**src/rtl/axi4_lite_cmd_master.sv**
```systemverilog
// AXI4-Lite command master: turns single-beat local commands into AXI4-Lite
// read/write transactions and returns the result on a valid/ready response port.
// One transaction in flight; every AXI output and rsp_* field is registered.
module axi4_lite_cmd_master #(
  parameter int unsigned ADDR_WIDTH     = 32,
  parameter int unsigned DATA_WIDTH     = 32,
  parameter int unsigned TIMEOUT_CYCLES = 256,
  localparam int unsigned STRB_WIDTH    = DATA_WIDTH / 8
) (
  input  logic                  ACLK,
  input  logic                  ARESETN,
  // Local command port
  input  logic                  cmd_valid,
  output logic                  cmd_ready,
  input  logic                  cmd_write,
  input  logic [ADDR_WIDTH-1:0] cmd_addr,
  input  logic [DATA_WIDTH-1:0] cmd_wdata,
  input  logic [STRB_WIDTH-1:0] cmd_wstrb,
  // Local response port
  output logic                  rsp_valid,
  input  logic                  rsp_ready,
  output logic                  rsp_write,
  output logic [DATA_WIDTH-1:0] rsp_rdata,
  output logic [1:0]            rsp_resp,
  output logic                  rsp_timeout,
  // AXI4-Lite write address channel
  output logic [ADDR_WIDTH-1:0] M_AWADDR,
  output logic                  M_AWVALID,
  input  logic                  M_AWREADY,
  // AXI4-Lite write data channel
  output logic [DATA_WIDTH-1:0] M_WDATA,
  output logic [STRB_WIDTH-1:0] M_WSTRB,
  output logic                  M_WVALID,
  input  logic                  M_WREADY,
  // AXI4-Lite write response channel
  input  logic [1:0]            M_BRESP,
  input  logic                  M_BVALID,
  output logic                  M_BREADY,
  // AXI4-Lite read address channel
  output logic [ADDR_WIDTH-1:0] M_ARADDR,
  output logic                  M_ARVALID,
  input  logic                  M_ARREADY,
  // AXI4-Lite read data channel
  input  logic [DATA_WIDTH-1:0] M_RDATA,
  input  logic [1:0]            M_RRESP,
  input  logic                  M_RVALID,
  output logic                  M_RREADY
);

  // Counter must be able to hold TIMEOUT_CYCLES; it saturates there so a
  // handshake that beats the timeout still leaves the next phase guarded.
  localparam int unsigned CntW = (TIMEOUT_CYCLES < 2) ? 1 : $clog2(TIMEOUT_CYCLES + 1);
  localparam logic [CntW-1:0] TmoMax = CntW'(TIMEOUT_CYCLES);

  typedef enum logic [2:0] {
    StIdle,
    StWrReq,
    StWrResp,
    StRdAddr,
    StRdData,
    StResp
  } state_t;

  state_t          state;
  logic [CntW-1:0] tmo_cnt;
  logic            aw_done;
  logic            w_done;

  logic aw_hs, w_hs, b_hs, ar_hs, r_hs;
  logic any_hs, busy, tmo_hit;

  assign aw_hs   = M_AWVALID & M_AWREADY;
  assign w_hs    = M_WVALID & M_WREADY;
  assign b_hs    = M_BREADY & M_BVALID;
  assign ar_hs   = M_ARVALID & M_ARREADY;
  assign r_hs    = M_RREADY & M_RVALID;
  assign any_hs  = aw_hs | w_hs | b_hs | ar_hs | r_hs;
  assign busy    = (state == StWrReq) || (state == StWrResp) ||
                   (state == StRdAddr) || (state == StRdData);
  assign tmo_hit = (TIMEOUT_CYCLES != 0) && (tmo_cnt == TmoMax);

  // Ready to take a command only when nothing is in flight.
  assign cmd_ready = (state == StIdle);

  // Transaction FSM with registered AXI and response outputs.
  always_ff @(posedge ACLK) begin
    if (!ARESETN) begin
      state       <= StIdle;
      tmo_cnt     <= '0;
      aw_done     <= 1'b0;
      w_done      <= 1'b0;
      M_AWADDR    <= '0;
      M_AWVALID   <= 1'b0;
      M_WDATA     <= '0;
      M_WSTRB     <= '0;
      M_WVALID    <= 1'b0;
      M_BREADY    <= 1'b0;
      M_ARADDR    <= '0;
      M_ARVALID   <= 1'b0;
      M_RREADY    <= 1'b0;
      rsp_valid   <= 1'b0;
      rsp_write   <= 1'b0;
      rsp_rdata   <= '0;
      rsp_resp    <= 2'b00;
      rsp_timeout <= 1'b0;
    end else begin
      if (busy && (tmo_cnt != TmoMax)) begin
        tmo_cnt <= tmo_cnt + 1'b1;
      end

      if (busy && tmo_hit && !any_hs) begin
        // Abort: release the bus and report a timeout as SLVERR.
        M_AWADDR    <= '0;
        M_AWVALID   <= 1'b0;
        M_WDATA     <= '0;
        M_WSTRB     <= '0;
        M_WVALID    <= 1'b0;
        M_BREADY    <= 1'b0;
        M_ARADDR    <= '0;
        M_ARVALID   <= 1'b0;
        M_RREADY    <= 1'b0;
        rsp_valid   <= 1'b1;
        rsp_write   <= (state == StWrReq) || (state == StWrResp);
        rsp_rdata   <= '0;
        rsp_resp    <= 2'b10;
        rsp_timeout <= 1'b1;
        state       <= StResp;
      end else begin
        case (state)
          StIdle: begin
            if (cmd_valid) begin
              tmo_cnt <= '0;
              aw_done <= 1'b0;
              w_done  <= 1'b0;
              if (cmd_write) begin
                M_AWADDR  <= cmd_addr;
                M_AWVALID <= 1'b1;
                M_WDATA   <= cmd_wdata;
                M_WSTRB   <= cmd_wstrb;
                M_WVALID  <= 1'b1;
                state     <= StWrReq;
              end else begin
                M_ARADDR  <= cmd_addr;
                M_ARVALID <= 1'b1;
                state     <= StRdAddr;
              end
            end
          end

          StWrReq: begin
            // AW and W complete independently; sticky flags remember which.
            if (aw_hs) begin
              M_AWADDR  <= '0;
              M_AWVALID <= 1'b0;
              aw_done   <= 1'b1;
            end
            if (w_hs) begin
              M_WDATA  <= '0;
              M_WSTRB  <= '0;
              M_WVALID <= 1'b0;
              w_done   <= 1'b1;
            end
            if ((aw_done || aw_hs) && (w_done || w_hs)) begin
              M_BREADY <= 1'b1;
              state    <= StWrResp;
            end
          end

          StWrResp: begin
            if (b_hs) begin
              M_BREADY    <= 1'b0;
              rsp_valid   <= 1'b1;
              rsp_write   <= 1'b1;
              rsp_rdata   <= '0;
              rsp_resp    <= M_BRESP;
              rsp_timeout <= 1'b0;
              state       <= StResp;
            end
          end

          StRdAddr: begin
            if (ar_hs) begin
              M_ARADDR  <= '0;
              M_ARVALID <= 1'b0;
              M_RREADY  <= 1'b1;
              state     <= StRdData;
            end
          end

          StRdData: begin
            if (r_hs) begin
              M_RREADY    <= 1'b0;
              rsp_valid   <= 1'b1;
              rsp_write   <= 1'b0;
              rsp_rdata   <= M_RDATA;
              rsp_resp    <= M_RRESP;
              rsp_timeout <= 1'b0;
              state       <= StResp;
            end
          end

          StResp: begin
            if (rsp_ready) begin
              rsp_valid   <= 1'b0;
              rsp_write   <= 1'b0;
              rsp_rdata   <= '0;
              rsp_resp    <= 2'b00;
              rsp_timeout <= 1'b0;
              state       <= StIdle;
            end
          end

          default: state <= StIdle;
        endcase
      end
    end
  end

endmodule

```
**config.mk**
```make
export PLATFORM = sky130hd
export DESIGN_NAME = axi4_lite_cmd_master
export DESIGN_NICKNAME = d
export VERILOG_FILES = /design/src/rtl/axi4_lite_cmd_master.sv
export SDC_FILE = /design/constraint.sdc
export NUM_CORES = 1
export LEC_CHECK = 0
export ABC_AREA = 1
export BUFFER_PORTS_ARGS = -buffer_cell sky130_fd_sc_hd__buf_2
export CORE_MARGIN = 2
export CORE_UTILIZATION = 52
export CTS_CLUSTER_SIZE = 30
export DETAILED_ROUTE_END_ITERATION = 10
export PLACE_DENSITY = 0.95
export SETUP_SLACK_MARGIN = 0.3
export SKIP_LAST_GASP = 1
export SLEW_MARGIN = 30
export SYNTH_ARGS = -nofsm -noshare
export SYNTH_HDL_FRONTEND = slang
export SYNTH_SLANG_ARGS = --single-unit
```
**constraint.sdc**
```tcl
create_clock -name ACLK -period 3.4 [get_ports ACLK]
set_input_delay 0.17 -clock ACLK [delete_from_list [all_inputs] [get_ports ACLK]]
set_output_delay 0.17 -clock ACLK [all_outputs]
set_load 0.02 [all_outputs]
```
==> run_results.csv, run 1 <==
group,metric,value,unit
status,outcome,"finished clean",
floorplan,rows,40,
clock_network,cts_root_buf,"clkbuf_16",
global_routing,antenna_found_initial,0,
logic_synthesis,ys_types,31,
place,placement.io_buffers,256,
sta,tns,0,ns
cells_and_area,final_layout_size_suffix_gt1_frac,0.306,
routing,route.detailed.drc,0,
sta,relSlewSlack,0.486,
clock_network,clkTransAtPathRegs,0.06,ns
sta,rsz0062_at_grt,"no",
worst_hold_path,whs_path_depth,3,
critical_path,reg2regPathDepth,10,
critical_path,cp_num_cells,10,
critical_path,cp_slowest_cell,"inv_2",
logic_synthesis,postSynthAreaPerCell,7.80,um2
cells_and_area,nNetsFinal,1152,
clock_network,clkLatencyLatePin,0.42,ns
critical_path,crit_path_max_incr_delay,0.47,ns
cells_and_area,syn_to_final_growth,28.7,%
cells_and_area,final_cell_mix,"buf_2, nand2_1, dfxtp_1, a21oi_1, nand3_1",
routing,drt_iter0_drc,591,
clock_network,cts_buffer_depth,2,
cells_and_area,final_util,0.678,
sta,finalSetupViolCount,0,
routing,vias_per_cell,5.37,
logic_synthesis,yosysSeqAreaShare,0.498,
clock_network,cts_made_buffers,17,
logic_synthesis,ys_ff_latch,156,
clock_network,cts_sinks,156,
routing,dr.pass1.iters,5,
critical_path,path_cells,"inv_2 -> nand3_1 -> nand2_1 -> nand2_2 -> nor2_8 -> inv_4 -> nand2_1 -> nand3_1 -> nand2_1 -> inv_1",
global_routing,track_usage,0.268,
floorplan,start_util,0.526,
logic_synthesis,synth-edff-count,0,
sta,layout_worst_path_cycle_share,0.702,
floorplan,io_pins,257,
floorplan,die-area,13000,um2
critical_path,path_delay_family,"simple AND/OR/NAND/NOR gates",
logic_synthesis,syn_inst,804,
floorplan,coreArea,11900,um2
pwr,power_density,832,nW/um2
clock_network,cts_setup_buffers,0,
critical_path,critPathArrivalTime,2.70,ns
clock_network,cts-htree-levels,4,
logic_synthesis,synth_nets,920,
logic_synthesis,syn_area,6270,um2
cells_and_area,nFillCells,944,
critical_path,crit_top_cell,"nand2_1",
sta,finClkSkew,0.0100,ns
logic_synthesis,async_flop_share,0,
place,place.detailed.hpwl,11800,um
run,drv_cap,0,
worst_hold_path,hold_class,"in2reg",
global_routing,gr-total-overflow,0,
routing,wl_per_cell,14.8,um
routing,routed_wl,17700,um
cells_and_area,layout_commonest_cell,"buf_2",
clock_network,cts_tree,"built",
critical_path,end_kind,"register",
logic_synthesis,synth_ff_type,"dfxtp_1",
global_routing,grt_max_degree,73,
critical_path,path_max_fanout,37,
pwr,peakVddDrop,0.000506,V
routing,ant_nets,0,
cells_and_area,diodes,0,
sta,hold_viol_final,0,
critical_path,cp_data_required_time,3.72,ns
logic_synthesis,ys_warn_count,0,
place,gp_congestion,0.873,
pwr,p_leak,3.64,nW
critical_path,cp-start-kind,"register",
routing,vias,6419,
critical_path,crit_type,"reg2reg",
sta,period_needed,2.39,ns
sta,slew_viol_final,0,
sta,max_freq,419,MHz
floorplan,die_x,114,um
critical_path,path_buf_inv,3,
sta,worst_pin_slew,0.771,ns
global_routing,grt_pass1_wl,27800,um
floorplan,dieHeight,114,um
global_routing,grt_pass1_vias,5839,
## power breakdown
group,switching (W),leakage [nW],total [W],internal [W]
registers,0.000211,1.27,0.00236,0.00215
clock network,0.000732,0.245,0.00168,0.000946
logic,0.00191,2.13,0.00267,0.000761
## synth_stat cells (all sizes together), types with 2 or more instances
cell,count,area (um2)
nand2,229,880
nand3,86,440
ha,2,25.0
nand3b,2,15.0
clkbuf,9,33.8
dfxtp,156,3120
nor3,2,10.0
a21oi,147,739
o21ai,7,35.0
xor2,2,17.5
nand4,37,231
nor2,36,199
buf,50,325
inv,34,135
o211ai,2,33.8
## area by class of cell
class,count,area (um2),share of cell area
multi-input combinational,555,2660,0.330
sequential,156,3120,0.387
inverter,34,135,0.0167
clock buffer,21,450,0.0558
tap,147,184,0.0228
clock inverter,11,71.3,0.00884
timing repair buffer,272,1440,0.179
## registers in the layout (all words and copies together) (netlist names)
signal	cells
rsp_rdata	32
aw_done	1
M_WDATA	32
rsp_timeout	1
rsp_valid	1
rsp_resp	2
tmo_cnt	9
M_AWVALID	1
M_ARADDR	32
M_WSTRB	4
state	3
M_WVALID	1
w_done	1
M_BREADY	1
M_AWADDR	32
rsp_write	1
M_ARVALID	1
M_RREADY	1
## cells by family after synthesis
logic type	count (synthesis)	synth area share
buffers and inverters	93	0.0788
XOR/XNOR	2	0.00279
flip-flops	156	0.498
AND/OR/NAND/NOR	394	0.286
adder cells (fa/ha/maj)	2	0.00399
AO/OA/AOI/OAI	157	0.130
## layer usage
metal / wire length [um] / up-vias / track usage
li1: - / 3142 / -
met1: 7170 / 2928 / 0.323
met2: 8500 / 308 / 0.434
met3: 1600 / 41 / 0.0866
met4: 463 / 0 / 0.133
met5: 0 / - / 0
## through the flow
step	cells	setup WS [ns]	instance area [um2]	hold WS [ns]	total power, W
6_report	1196	1.01	8070	0.0128	0.00671
5_1_grt	1196	0.770	8070	0.00117	0.00710
4_1_cts	1195	1.02	8060	0.000180	0.00669
3_5_place_dp	1154	1.05	7440	0.441	0.00500
3_3_place_gp	1154	1.14	7440	0.437	0.00494
2_1_floorplan	804	1.85	6270	0.316	0.00442
## worst paths after layout
kind / start / to / slack, ns
setup / recovery: state[0] / rsp_resp[1] / 1.01
hold / removal: cmd_addr[20] / M_ARADDR[20] / 0.01
setup reg to reg: state[0] / rsp_resp[1] / 1.01
hold reg to reg: M_WDATA[28] / M_WDATA[28] / 0.46
## worst reg2reg max path, delay by kind of cell, from the launching register on
family | cells | cell delay, ns
buffers and inverters | 3 | 0.76
and+or+nand+nor | 7 | 1.12
DFF | 1 | 0.43
## what timing repair did
action,CTS,global route
endpoints found under the hold margin,9,0
hold buffers,9,0
resized for setup,0,0
Note: power is estimated with default switching activity, not from simulation.
==> run 2, diff against run 1 <==
ABC_AREA = 0   (was 1)
CORE_UTILIZATION = 47   (was 52)
PLACE_DENSITY = 0.92   (was 0.95)
clock period = 2.35 ns   (was 3.4 ns; I/O delays follow)
==> run_results.csv, run 2 <==
group,metric,value,unit
place,placement.cell_area,7210,um2
cells_and_area,final_cell_area,8870,um2
sta,worst_pin_slew,0.590,ns
critical_path,crit_path_max_incr_delay,0.47,ns
logic_synthesis,yosysMostFrequentCell,"dfxtp_1",
floorplan,coreArea,12100,um2
critical_path,r2r_slack,0.37,ns
routing,ant_nets,0,
global_routing,use_met1,0.329,
sta,relSlewSlack,0.604,
logic_synthesis,synth_common_cells,"dfxtp_1, nor2_1, a22oi_1, a21oi_1, nand2_1",
critical_path,path_max_fanout,34,
logic_synthesis,synth_top_area_frac,0.537,
floorplan,die-area,13300,um2
clock_network,cts_made_buffers,17,
logic_synthesis,synth_area_leaders,"dfxtp_1, a22oi_1, nor2_1",
critical_path,reg2reg_to,"M_AWADDR[1]",
sta,hold_viol_final,0,
sta,tns,0,ns
logic_synthesis,ys_ff_latch,156,
critical_path,end_kind,"register",
routing,vias_per_cell,5.65,
logic_synthesis,yosysSeqAreaShare,0.537,
worst_hold_path,hold_path_end,"M_WDATA[10]",
clock_network,cts_tree,"built",
critical_path,reg2regPathDepth,6,
run,drv_cap,0,
cells_and_area,nNetsFinal,1102,
sta,finalSetupViolCount,0,
sta,max_freq,506,MHz
cells_and_area,syn_to_final_growth,52.6,%
global_routing,gr-total-overflow,0,
logic_synthesis,synth_nets,764,
routing,drt_iter0_drc,774,
critical_path,path_cells,"a222oi_1 -> nand3_1 -> o21ai_4 -> buf_4 -> buf_12 -> nor2_1",
sta,layout_worst_path_cycle_share,0.840,
logic_synthesis,synth_ff_type,"dfxtp_1",
clock_network,cts_root_buf,"clkbuf_16",
place,pre_cts_ws,0.352,ns
status,outcome,"finished clean",
critical_path,critPathArrivalTime,2.28,ns
sta,period_needed,1.98,ns
critical_path,cp_data_required_time,2.65,ns
logic_synthesis,syn_inst,648,
routing,wl_per_cell,18.1,um
clock_network,cts_sinks,156,
critical_path,cp_slowest_cell,"a222oi_1",
pwr,power_density,954,nW/um2
floorplan,rows,40,
logic_synthesis,postSynthAreaPerCell,8.97,um2
cells_and_area,layout_commonest_cell,"buf_2",
cells_and_area,diodes,0,
clock_network,cts_buffer_depth,2,
clock_network,clkLatencyLatePin,0.42,ns
clock_network,clkTransAtPathRegs,0.07,ns
critical_path,path_buf_inv,2,
critical_path,crit_type,"reg2reg",
sta,rsz0062_at_grt,"yes",
routing,vias,6598,
logic_synthesis,async_flop_share,0,
global_routing,grt_pass1_vias,6108,
worst_hold_path,hp-start,"cmd_wdata[10]",
global_routing,track_usage,0.292,
floorplan,start_util,0.482,
worst_hold_path,hold_class,"in2reg",
logic_synthesis,syn_area,5810,um2
pwr,peakVddDrop,0.000666,V
global_routing,met2_usage,0.504,
critical_path,cp-start-kind,"register",
global_routing,met3_usage,0.0896,
global_routing,antenna_found_initial,0,
logic_synthesis,ys_types,52,
sta,finClkSkew,0.0101,ns
routing,dr.pass1.iters,8,
sta,timing.hold.ws,0.0157,ns
critical_path,path_delay_family,"compound AO/OA/AOI/OAI gates",
critical_path,r2r_start,"M_BREADY",
floorplan,die_x,115,um
place,placement.io_buffers,256,
sta,timing.final.ws_setup,0.375,ns
global_routing,busiest_layer,"met2",
routing,route.detailed.drc,0,
global_routing,grt_max_degree,73,
logic_synthesis,synth_top_area_cell,"dfxtp_1",
cells_and_area,final_cell_mix,"buf_2, dfxtp_1, nor2_1, a22oi_1, dlygate4sd3_1",
logic_synthesis,ys_warn_count,0,
routing,routed_wl,21100,um
global_routing,grt_pass1_wl,30500,um
logic_synthesis,synth-edff-count,0,
place,gp_congestion,0.873,
worst_hold_path,whs_path_depth,3,
clock_network,cts-htree-levels,4,
pwr,p_leak,3.95,nW
place,place.detailed.hpwl,11200,um
cells_and_area,final_layout_size_suffix_gt1_frac,0.322,
floorplan,dieHeight,115,um
floorplan,io_pins,257,
sta,slew_viol_final,0,
run 2: worst max-delay path by stage:
stage	from	endpoint	slack, ns	cells after the start
final	M_BREADY	M_AWADDR[1]	0.37	6
after global routing	tmo_cnt[0]	M_RREADY	0.28	8
after CTS	state[1]	rsp_rdata[26]	0.32	6
after detailed placement	state[1]	rsp_rdata[26]	0.35	6
after global placement	state[1]	rsp_rdata[26]	0.36	6
after floorplan	tmo_cnt[0]	M_ARADDR[10]	0.68	8
run 2: per-layer routing:
layer / part of all wire / routed length, um
met1: 0.37 / 7760
met2: 0.49 / 10400
met3: 0.10 / 2150
met4: 0.035 / 747
met5: 0 / 0
run 2: layout make-up:
cell class	count	area, um2
clock buffers	17	425
clock inverters	15	171
fillers	768	3190
inverters	12	45.0
multi-input cells	429	2420
flip-flops and latches	156	3130
well taps	168	210
repair buffers	370	2480
run 2: per-stage QoR:
stage | power [W] | instances | util
after global routing | 0.00881 | 1167 | 0.736
after floorplan | 0.00476 | 648 | -
after global placement | 0.00542 | 1033 | 0.598
after detailed placement | 0.00547 | 1033 | 0.598
after CTS | 0.00835 | 1162 | 0.728
final | 0.00847 | 1167 | 0.736
run 2: logic make-up after synthesis:
family	count (synthesis)	synth area share
and+or+nand+nor	239	0.181
AOI/OAI and AO/OA	183	0.217
DFF	156	0.537
buffers and inverters	63	0.0527
xor gates and xnor gates	5	0.00753
adders and majority gates	2	0.00430
run 2: power breakdown:
group	switching (W)	internal, W	total [W]
registers	0.000285	0.00295	0.00323
clock network	0.00124	0.00152	0.00276
logic	0.00153	0.000950	0.00248
total	0.00305	0.00542	0.00847
run 2: timing repair:
item | 4_1_cts | 5_1_grt
gates resized for setup | 0 | 4
endpoints found under the setup margin | 0 | 147
setup buffers | 0 | 3
hold buffers | 97 | 0
endpoints found under the hold margin | 122 | 0
run 2: worst reg2reg max path, stage by stage (launching register included):
cell	delay, ns
dfxtp_1	0.38
a222oi_1	0.47
nand3_1	0.24
o21ai_4	0.30
buf_4	0.18
buf_12	0.19
nor2_1	0.11
